`src/rtl/apu_i2s_out.sv`:
```
// APU mixer to I2S transmitter: box-car decimation to frame rate, offset-binary to
// two's complement, mono-duplicated Philips I2S. Define AUDIO_DCBLOCK_EN for a DC-blocking high-pass.
module apu_i2s_out #(
  parameter int AUDIO_DEPTH   = 16,
  parameter int BCLK_DIV_LOG2 = 2
) (
  input  logic                   clk,
  input  logic                   rst,
  input  logic [AUDIO_DEPTH-1:0] audio,
  input  logic                   audio_en,
  output logic                   i2s_bclk,
  output logic                   i2s_lrclk,
  output logic                   i2s_sdata,
  output logic                   sample_strobe,
  output logic [AUDIO_DEPTH-1:0] sample_o
);

  localparam int TW = BCLK_DIV_LOG2 + 7;
  localparam int AW = AUDIO_DEPTH + TW;
  localparam logic [AUDIO_DEPTH-1:0] MIDSCALE = {1'b1, {(AUDIO_DEPTH-1){1'b0}}};

  typedef enum logic [1:0] {S_IDLE, S_LEFT, S_RIGHT} state_e;

  state_e                 state_q, state_d;
  logic [TW-1:0]          tcnt_q, tcnt_d;
  logic [AW-1:0]          acc_q, acc_d;
  logic [AUDIO_DEPTH-1:0] sample_q, sample_d;
  logic                   strobe_q, strobe_d;
  logic                   lrclk_q, lrclk_d;
  logic                   sdata_q, sdata_d;

  logic                   wrap, fall;
  logic [5:0]             bidx_n;
  logic [AUDIO_DEPTH-1:0] x, avg, signed_avg;
  logic [AW-1:0]          acc_sum;
  logic [63:0]            word;

  assign wrap   = &tcnt_q;
  assign fall   = &tcnt_q[BCLK_DIV_LOG2:0];
  assign tcnt_d = tcnt_q + 1'b1;
  assign bidx_n = tcnt_d[TW-1 -: 6];

  assign x          = audio_en ? audio : MIDSCALE;
  assign acc_sum    = acc_q + {{TW{1'b0}}, x};
  assign avg        = acc_sum[AW-1 -: AUDIO_DEPTH];
  assign signed_avg = {~avg[AUDIO_DEPTH-1], avg[AUDIO_DEPTH-2:0]};
  // Slot 0 is the one-BCLK I2S delay, slots 1..AUDIO_DEPTH carry MSB..LSB.
  assign word       = {1'b0, sample_q, {(63-AUDIO_DEPTH){1'b0}}};

  always_comb begin
    acc_d = wrap ? '0 : acc_sum;
  end

`ifdef AUDIO_DCBLOCK_EN
  localparam int YW = AUDIO_DEPTH + 2;

  logic signed [YW-1:0]   y_q, y_d, y_shr, y_next;
  logic [AUDIO_DEPTH-1:0] xprev_q, xprev_d;
  logic                   pend_q, pend_d;
  logic [AUDIO_DEPTH-1:0] y_sat;

  // y_shr kept separate so the >>> stays arithmetic regardless of the surrounding expression.
  assign y_shr  = y_q >>> 8;
  assign y_next = {{2{signed_avg[AUDIO_DEPTH-1]}}, signed_avg}
                - {{2{xprev_q[AUDIO_DEPTH-1]}}, xprev_q} + y_q - y_shr;

  always_comb begin
    if (y_q[YW-1:AUDIO_DEPTH-1] == '0 || y_q[YW-1:AUDIO_DEPTH-1] == '1)
      y_sat = y_q[AUDIO_DEPTH-1:0];
    else if (y_q[YW-1])
      y_sat = MIDSCALE;
    else
      y_sat = ~MIDSCALE;
  end

  always_comb begin
    y_d      = y_q;
    xprev_d  = xprev_q;
    pend_d   = 1'b0;
    sample_d = sample_q;
    strobe_d = 1'b0;
    if (wrap) begin
      y_d     = y_next;
      xprev_d = signed_avg;
      pend_d  = 1'b1;
    end
    if (pend_q) begin
      sample_d = y_sat;
      strobe_d = 1'b1;
    end
  end

  always_ff @(posedge clk) begin
    if (rst) begin
      y_q     <= '0;
      xprev_q <= '0;
      pend_q  <= 1'b0;
    end else begin
      y_q     <= y_d;
      xprev_q <= xprev_d;
      pend_q  <= pend_d;
    end
  end
`else
  always_comb begin
    // NOTE: every always_comb output gets a default first so no path can infer a latch.
    sample_d = sample_q;
    strobe_d = 1'b0;
    if (wrap) begin
      sample_d = signed_avg;
      strobe_d = 1'b1;
    end
  end
`endif

  always_comb begin
    state_d = state_q;
    lrclk_d = lrclk_q;
    sdata_d = sdata_q;
    if (wrap)
      state_d = S_LEFT;
    else if (fall && state_q != S_IDLE)
      state_d = bidx_n[5] ? S_RIGHT : S_LEFT;
    if (fall && state_d != S_IDLE) begin
      lrclk_d = (state_d == S_RIGHT);
      sdata_d = word[6'd63 - {1'b0, bidx_n[4:0]}];
    end
  end

  always_ff @(posedge clk) begin
    // NOTE: state is updated with <= so every flop samples pre-edge values; = here would order-couple them.
    if (rst) begin
      state_q  <= S_IDLE;
      tcnt_q   <= '0;
      acc_q    <= '0;
      sample_q <= '0;
      strobe_q <= 1'b0;
      lrclk_q  <= 1'b0;
      sdata_q  <= 1'b0;
    end else begin
      state_q  <= state_d;
      tcnt_q   <= tcnt_d;
      acc_q    <= acc_d;
      sample_q <= sample_d;
      strobe_q <= strobe_d;
      lrclk_q  <= lrclk_d;
      sdata_q  <= sdata_d;
    end
  end

  assign i2s_bclk      = tcnt_q[BCLK_DIV_LOG2];
  assign i2s_lrclk     = lrclk_q;
  assign i2s_sdata     = sdata_q;
  assign sample_strobe = strobe_q;
  assign sample_o      = sample_q;

endmodule

```
`config.mk`:
```
export PLATFORM = sky130hd
export DESIGN_NAME = apu_i2s_out
export DESIGN_NICKNAME = d
export VERILOG_FILES = /design/src/rtl/apu_i2s_out.sv
export SDC_FILE = /design/constraint.sdc
export NUM_CORES = 1
export LEC_CHECK = 0
export CORE_UTILIZATION = 41
export DETAILED_ROUTE_END_ITERATION = 10
export RECOVER_POWER = 25
export REMOVE_ABC_BUFFERS = 1
export SLEW_MARGIN = 25
export SYNTH_ARGS = -nofsm -noshare
export SYNTH_HDL_FRONTEND = slang
export SYNTH_SLANG_ARGS = --single-unit
export TNS_END_PERCENT = 1
```
`constraint.sdc`:
```
create_clock -name clk -period 4.7 [get_ports clk]
set_clock_uncertainty 0.15 [all_clocks]
set_input_delay 1.41 -clock clk [delete_from_list [all_inputs] [get_ports clk]]
set_output_delay 1.41 -clock clk [all_outputs]
set_load 0.005 [all_outputs]
```
==> impl_results.md <==
* Setup ws final at 0.584 ns
* Total CTS buffers at 5
* Cell area after synthesis at 3260 sq um
* Most frequent cell after synthesis: dfxtp_1
* Synth Area in Compound Gates at 20.7%
* CP arrival at 4.15 ns
* Multiplexer area fraction after synthesis at 4.88%
* Worst Setup End Kind: register
* Worst Max-Slew Pin Slew at 1.54 ns
* Clock slew at reported path FFs at 0.11 ns
* Wire per inst at 14.3 um
* CTS max path bufs at 2
* Final hold vios at 0
* CTS tree: built
* Grt ovf at 0
* Starting Density at a little over two fifths
* Depth of the CTS H-tree at 2
* Yosys reg bits at 55
* Yosys top cell by area: dfxtp_1
* DR DRC count at 0
* Setup TNS at 0 ns
* # fillers at 764
* Hold_buf cts at 0
* Drt first pass iters at 4
* Routed Antenna Nets at 0
* Main synth FF type: dfxtp_1
* Crit path launch type: primary input
* Die W at 91.1 um
* # Post-CTS Setup Buffers at 0
* I/O pin count at 39
* Vias/cell at 5.33
* Vias in the first global route at 2582
* WP data required at between 4 and 5 ns
* VDD IR max at 0.114 mV
* Failing checks: capacitance limit, slew limit
* Post-synthesis adder-cell area fraction at about 7.9%
* Share of cells above drive strength 1 at 8.59%
* Period utilisation layout at 87.6%
* Clk Latency, worst-skew pair at around 0.32 ns
* Final setup viols at 0
* Setup WS pre-CTS at 0.252 ns
* Post-Synth Simple-Gate Area at 23.1%
* Crit path cell chain: clkdlybuf4s50_1 > and2_1 > ha_1 > fa_1 > a211oi_1 > o21bai_1 > a221oi_4 > a22oi_4 > nand3_1 > xor2_1 > a211oi_1
* Static Leak at ~1.5 nW
* Post-synthesis sequential area ratio at 33.8%
* RePlAce Congestion at 0.776
* Post_cts resized at 0
* Slew Viols, Final at 26
* Post-synth EDFFs at 0
* CTS Sinks at 55
* CP Max Fanout at 5
* Top cell type's share of synthesized area at 33.8%
* Slowest CP cell: clkdlybuf4s50_1
* Worst path max stage delay at 0.46 ns
* Combinational family with the most area after synthesis: simple AND/OR/NAND/NOR gates
* DR WL met3 at 179 um
* Global Route Usage Sum at approximately 19%
* PwrDens at 282 nW/um^2
* Async SR Flop Fraction at 0%
* DR top layer: met4
* Root Driver: clkbuf_8
* Worst rel slew slack at -2.42%
* Met2 wire len at 3.21 mm
* Max frequency at 243 MHz
* Synth Area in XOR/XNOR at 6.42%
* Most frequent CP cell: a211oi_1
* Inserted Diodes at 0
* Final wirelength at 7.14 mm
* Outcome: finished with violations
* Total of warnings raised by yosys at 0
* Yosys cell types at 63
* Die H at 91.1 um
* # port buffers at 38
* Post-Synthesis Cells at ~360
* Met1 WL at ~3.7 mm
* Placement row count at 32
* Core Area at 7690 sq um
* Post-layout minimum cycle time at 4.12 ns
* Most frequent cells after synthesis: dfxtp_1 (55), nor2_1 (43), and2_1 (22), ha_1 (19), a21oi_1 (16)
* DP HPWL at around 5.4 mm
* Die area at approximately 8300 sq um
* First-pass GRT wire length at 12.5 mm
* NumNets Final at about 430
* Largest net degree at the start of global routing at 26
* Detailed-route via count at 2655
* Synth area leaders: dfxtp_1 (34%), ha_1 (7.3%), nor2_1 (5.0%)
* Area Growth Syn to Fin at 17.2%
* DRT iter0 DRCs at 82
* RSZ-0062 raised after global routing: no
* Post-Syn Area per Cell at 8.99 sq um
* Initial antenna violation count at 0
* Critical path class: in -> reg
* Hold Path Class: reg -> reg
* Max-cap violations at 1
cells by family (layout without fill, tap and decap cells):
kind of cell / after synthesis / after routing
simple gates: 140 / 140
fa+ha+maj: 20 / 20
buf+inv: 26 / 60
compound gates: 86 / 86
mux: 12 / 12
xor+xnor: 23 / 23
flops: 55 / 55
cells in the final DEF (no fill, tap or decap), types with 5 or more instances in the layout:
cell type        count
a211oi_1             7
a21o_1               6
a21oi_1             16
and2_1              22
and3_1               5
clkbuf_8             5
clkdlybuf4s50_1     34
dfxtp_1             55
ha_1                19
inv_1                7
mux2i_1              8
nand2_1             14
nand2b_1             6
nand3_1             14
nand4_1              7
nor2_1              43
nor2b_1              6
nor3_1               5
nor4_1               6
o211ai_1             5
o21a_1               6
o21ai_0              8
xnor2_1             11
xor2_1              11
per-stage QoR:
stage / hold slack (ns) / total power, mW / utilization, % / instance area (sq um) / instances
2_1_floorplan: 0.291 / 0.732 / - / 3180 / 344
3_3_place_gp: 0.325 / 0.802 / 48.6 / 3730 / 490
3_5_place_dp: 0.342 / 0.804 / 48.6 / 3730 / 490
4_1_cts: 0.361 / 1.09 / 49.8 / 3830 / 498
5_1_grt: 0.379 / 1.14 / 49.6 / 3820 / 498
6_report: 0.349 / 1.07 / 49.6 / 3820 / 498
routing by layer:
metal / global-route usage (%) / vias to the layer above
li1: - / 1373
met1: 25.9 / 1248
met2: 29.5 / 29
met3: 2.93 / 5
met4: 5.29 / 0
met5: 0 / -
power breakdown:
group          switching, mW  internal [mW]  leakage [nW]
Sequential            0.0298          0.500         0.448
Clock                  0.175          0.108        0.0461
Combinational          0.148          0.114         0.987
area by class of cell:
class	instances	area, sq um	area share, %
Multi-Input combinational cell	281	2050	53.7
Sequential cell	55	1100	28.9
Timing Repair Buffer	44	414	10.9
Tap cell	102	128	3.34
Clock buffer	5	68.8	1.80
Inverter	8	30.0	0.787
Clock inverter	3	23.8	0.623
worst paths after layout:
check,from,depth (start not counted),slack (ns),endpoint
max,audio_en,11,0.58,sample_o[9]
min,sample_o[6],2,0.35,sample_o[6]
max reg2reg,tcnt_q[2],8,1.27,acc_q[21]
min reg2reg,sample_o[6],2,0.35,sample_o[6]
state kept, by name, indices dropped and copies added (netlist names):
signal         flops
sample_o          16
state_q            2
tcnt_q             9
sample_strobe      1
i2s_sdata          1
acc_q             25
i2s_lrclk          1
critical path: cells and delay by family:
kind / cells / cell delay, ns
AOI/OAI and AO/OA: 5 / 1.16
xor gates and xnor gates: 1 / 0.20
adders and majority gates: 2 / 0.63
and+or+nand+nor: 2 / 0.29
buffers and inverters: 1 / 0.46
Power figures use the tool's default switching activity.
